`config.mk`:
```
export PLATFORM = sky130hd
export DESIGN_NAME = word_sync_tx
export DESIGN_NICKNAME = d
export VERILOG_FILES = /design/src/rtl/word_sync_tx.sv
export SDC_FILE = /design/constraint.sdc
export NUM_CORES = 1
export LEC_CHECK = 0
export BUFFER_PORTS_ARGS = -buffer_cell sky130_fd_sc_hd__buf_2
export CAP_MARGIN = 15
export CELL_PAD_IN_SITES_DETAIL_PLACEMENT = 0
export CELL_PAD_IN_SITES_GLOBAL_PLACEMENT = 1
export CORE_ASPECT_RATIO = 1.4
export CORE_MARGIN = 8
export CORE_UTILIZATION = 44
export CTS_BUF_LIST = sky130_fd_sc_hd__clkbuf_4
export DETAILED_ROUTE_END_ITERATION = 16
export PLACE_DENSITY_LB_ADDON = 0.3
export SYNTH_ARGS = -nofsm -noshare
export SYNTH_HDL_FRONTEND = slang
export SYNTH_SLANG_ARGS = --single-unit
```
`constraint.sdc`:
```
create_clock -name clk -period 2.95 [get_ports clk]
set_clock_uncertainty 0.2 [all_clocks]
set_input_delay 0.59 -clock clk [delete_from_list [all_inputs] [get_ports clk]]
set_output_delay 0.59 -clock clk [all_outputs]
set_load 0.03 [all_outputs]
```
`src/rtl/word_sync_tx.sv`:
```
// Source-side transmitter for a 4-phase req/ack word handshake across clock domains.
// Holds the captured word on data_out while req/ack completes; ack is synchronized locally.
module word_sync_tx #(
    parameter int P_DATA_WIDTH = 32,
    parameter int P_N_SYNC     = 2,
    parameter int P_TIMEOUT    = 1024
) (
    input  logic                    clk,
    input  logic                    rst_n,
    input  logic                    wr,
    input  logic [P_DATA_WIDTH-1:0] data_in,
    input  logic                    ack,
    output logic                    req,
    output logic [P_DATA_WIDTH-1:0] data_out,
    output logic                    busy,
    output logic                    done,
    output logic                    drop,
    output logic                    timeout
);

    localparam int LP_CW = (P_TIMEOUT > 0) ? $clog2(P_TIMEOUT + 1) : 1;
    localparam logic [LP_CW-1:0] LP_LAST = LP_CW'((P_TIMEOUT > 0) ? P_TIMEOUT - 1 : 0);

    typedef enum logic [1:0] {
        S_IDLE,
        S_REQ,
        S_REL
    } state_t;

    state_t                    r_state;
    logic                      r_wr_d;
    logic [P_N_SYNC-1:0]       r_sync;
    logic [LP_CW-1:0]          r_cnt;
    logic                      r_abort;
    logic                      r_req;
    logic [P_DATA_WIDTH-1:0]   r_data;
    logic                      r_done;
    logic                      r_drop;
    logic                      r_timeout;

    logic                      w_wr_pe;
    logic                      w_ack_s;
    logic                      w_tmo;
    logic [LP_CW-1:0]          w_cnt_inc;

    assign w_wr_pe   = wr & ~r_wr_d;
    assign w_ack_s   = r_sync[P_N_SYNC-1];
    assign w_tmo     = (P_TIMEOUT != 0) && (r_cnt == LP_LAST);
    assign w_cnt_inc = ((P_TIMEOUT != 0) && (r_cnt != '1)) ? r_cnt + 1'b1 : r_cnt;

    always_ff @(posedge clk or negedge rst_n) begin
        if (!rst_n) begin
            r_wr_d <= 1'b0;
            r_sync <= '0;
        end else begin
            r_wr_d <= wr;
            r_sync <= {r_sync[P_N_SYNC-2:0], ack};
        end
    end

    // After a REQ-phase timeout the receiver may still raise ack late, so the
    // release phase is waited out in full instead of completing on ack_s low.
    always_ff @(posedge clk or negedge rst_n) begin
        if (!rst_n) begin
            r_state   <= S_IDLE;
            r_cnt     <= '0;
            r_abort   <= 1'b0;
            r_req     <= 1'b0;
            r_data    <= '0;
            r_done    <= 1'b0;
            r_drop    <= 1'b0;
            r_timeout <= 1'b0;
        end else begin
            r_done    <= 1'b0;
            r_drop    <= 1'b0;
            r_timeout <= 1'b0;
            if (w_wr_pe && (r_state != S_IDLE)) begin
                r_drop <= 1'b1;
            end
            case (r_state)
                S_IDLE: begin
                    r_cnt <= '0;
                    if (w_wr_pe) begin
                        r_data  <= data_in;
                        r_req   <= 1'b1;
                        r_abort <= 1'b0;
                        r_state <= S_REQ;
                    end
                end
                S_REQ: begin
                    if (w_ack_s) begin
                        r_req   <= 1'b0;
                        r_cnt   <= '0;
                        r_state <= S_REL;
                    end else if (w_tmo) begin
                        r_req     <= 1'b0;
                        r_timeout <= 1'b1;
                        r_abort   <= 1'b1;
                        r_cnt     <= '0;
                        r_state   <= S_REL;
                    end else begin
                        r_cnt <= w_cnt_inc;
                    end
                end
                S_REL: begin
                    if (!w_ack_s && !r_abort) begin
                        r_done  <= 1'b1;
                        r_cnt   <= '0;
                        r_state <= S_IDLE;
                    end else if (w_tmo) begin
                        r_timeout <= 1'b1;
                        r_cnt     <= '0;
                        r_state   <= S_IDLE;
                    end else begin
                        r_cnt <= w_cnt_inc;
                    end
                end
                default: begin
                    r_req   <= 1'b0;
                    r_cnt   <= '0;
                    r_state <= S_IDLE;
                end
            endcase
        end
    end

    assign req      = r_req;
    assign data_out = r_data;
    assign busy     = (r_state != S_IDLE);
    assign done     = r_done;
    assign drop     = r_drop;
    assign timeout  = r_timeout;

endmodule
```
==> results.ini <==
[detailed_routing]
drtIter0Drc = 65
antenna_left = 0
vias = 1476
wl_per_cell_um = 15.0
drc = 0
viasPerCell = 4.95
drt-total-wl_um = 4460
dr.pass1.iters = 2

[floorplanning]
start_util = 0.458
num_rows = 30
core_area_sq_um = 4840
die_y_um = 100
dieArea_sq_um = 7600
io_pins = 73
die_x_um = 76.0

[synth]
synth_cell_types = 37
synth_nets = 198
yosys_warnings = 0
ys_async_sr_fraction = 1.00
synth-seq-cells = 53
synth_common_cells = dfrtp_1 (53), mux2_2 (29), a21oi_1 (10)
syn_avg_cell_area_sq_um = 14.0
synth_ff_type = dfrtp_1
netlist_instances = 158
yosysMostFrequentCell = dfrtp_1
synth.yosys.seq_area_share = 0.598
synth_edf_count = 0
yosysTopAreaCell = dfrtp_1
netlist_area_sq_um = 2220
synth_area_leaders = dfrtp_1 (60%), mux2_2 (15%), buf_6 (2.5%), a21oi_1 (2.3%), ha_1 (2.3%)
synth_top_area_frac = 0.598

[timing]
max_freq_ghz = 0.450
finalSetupTns_ps = 0
finalMaxSlewViolations = 0
setup_viol = 0
hold_violations = 0
finalCritPeriodShare = 0.753
relSlewSlack = 0.570
grt_setup_unrepaired = false
min_period_ps = 2220
max_slew.worst_pin.slew_ps = 644

[pwr]
p_clk_frac = 0.124
p_int_mw = 1.52
p_seq_frac = 0.409
total_power_mw = 2.65
p_comb_frac = 0.468
ir_worst_vdd_mv = 0.386
switching_share = 0.428
p_per_area_nw_per_um2 = 993
p_leak_nw = 1.32
p_switching_mw = 1.13

[clock_network]
cts_inserted_buffers = 5
clk_latency_ps = 370
cts_root_buffer = clkbuf_4
ctsHoldBuffers = 0
htreeDepth = 2
clock_path_buffers = 2
cts.sinks = 53
ctsResizeCount = 0
clk_pin_slew_ps = 150
cts_tree = yes
post_cts_buffers = 0

[global_route]
grt_pass1_vias = 1569
antenna_found_initial = 0
overflow = 0
grt_max_degree = 54
gr-usage-all-layers = 0.121
grt_pass1_wl_um = 7520

[worst_setup_path]
crit_path_cell_trace = inv_1 > ha_1 > inv_1 > buf_2
endpoint_kind = primary output
cpMaxStageDelayCell = dfrtp_1
worstPathMaxFanout = 6
cp_num_buf_inv = 3
critPathRequiredTime_ps = 2160
start_kind = flop
cp.depth = 4
rr_worst_depth = 6
critPathTopFamily = flip-flops
critPathKind = flop to primary output
crit_arrival_ps = 1430
cp_slowest_stage_delay_ps = 420
timing.critical_path.mode_cell = inv_1

[run_status]
status = completed

[final_layout]
multi_input_area_sq_um = 813
antenna_cells = 0
register_area_sq_um = 1330
syn_to_final_growth_pct = 20.4
num-nets-final = 273
fin_area_sq_um = 2670
final_layout_size_suffix_gt1_frac = 0.513
fill_cells = 425

[placed_design]
placed_area_sq_um = 2610
hpwlAfterDp_um = 3310
io_buffers = 72
place.gp.congestion = 0.736

[hold_path]
hold_class = input pin to asynchronous set/reset pin

[run]
maxCapViolCount = 0

worst register-to-register path, cell delays in order (launching register included):
cell and delay [ps]:
dfrtp_1 420, inv_1 100, ha_1 270, inv_1 80
or2_1 230, buf_4 270, mux2_4 360
registers in the layout (all words and copies together) (netlist names):
register	flops
data_out	32
req	1
r_state	2
r_sync	2
r_abort	1
r_cnt	11
r_wr_d	1
done	1
timeout	1
drop	1
cell usage in the layout, fill, tap and decap left out, types with 2 or more instances in the layout:
master      synthesis  final
a21oi_1            10     10
a31oi_1             2      2
and3_1              2      2
and4_1              2      2
buf_2               0     72
buf_4               1      2
clkbuf_4            0      6
clkinvlp_4          0      2
dfrtp_1            53     53
ha_1                4      4
inv_1               4      4
mux2_2             29     29
mux2_4              3      3
nand2_1             3      3
nand2b_1            2      2
nand3_1             4      4
nand4_1             2      2
nor2_1              8      8
nor3b_1             2      2
xor2_1              3      3
power groups by stage:
stage	Combinational (mW)	Clock (mW)	Sequential [mW]
final	1.24	0.328	1.08
after floorplan	0.408	0	1.58
after global placement	1.25	0	1.10
after CTS	1.26	0.349	1.08
after global routing	1.32	0.370	1.12
after detailed placement	1.26	0	1.10
kinds of logic (layout without fill, tap and decap cells):
family | after synthesis | in the layout | share of synthesized area
xor+xnor | 4 | 4 | 0.0158
buf+inv | 10 | 86 | 0.0355
mux | 34 | 34 | 0.177
flops | 53 | 53 | 0.598
fa+ha+maj | 4 | 4 | 0.0226
compound gates | 22 | 22 | 0.0637
simple gates | 31 | 31 | 0.0874
metrics by stage:
stage	std cells	hold slack, ps	utilization	setup slack [ps]
3_3_place_gp	290	136	0.539	877
5_1_grt	298	92.6	0.551	592
4_1_cts	298	96.8	0.551	702
6_report	298	101	0.551	728
3_5_place_dp	290	145	0.539	846
2_1_floorplan	158	94.4	-	963
worst paths after layout:
check                      slack (ps)                  endpoint              startpoint
max                               730                      busy  r_state[0]$_DFFE_PN0P_
min                               100  data_out[14]$_DFFE_PN0P_                   rst_n
max reg2reg                       910  data_out[27]$_DFFE_PN0P_  r_state[0]$_DFFE_PN0P_
min reg2reg                       170       r_sync[1]$_DFF_PN0_     r_sync[0]$_DFF_PN0_
max in group asynchronous        2010        r_cnt[8]$_DFF_PN0_                   rst_n
min in group clk                  120       r_sync[0]$_DFF_PN0_                     ack
layer usage:
metal,GRT usage,wire length (um),vias to the layer above
li1,-,-,712
met1,0.136,1960,716
met2,0.208,2180,43
met3,0.0358,259,5
met4,0.0545,66,0
met5,0,0,-
layout make-up:
cell class,count,share of cell area
clock buffer,6,0.0169
tap,64,0.0300
clock inverter,2,0.00562
timing repair buffer,74,0.141
sequential,53,0.497
inverter,4,0.00562
multi-input combinational,95,0.305
No activity file was read; power rests on OpenSTA's default activity.
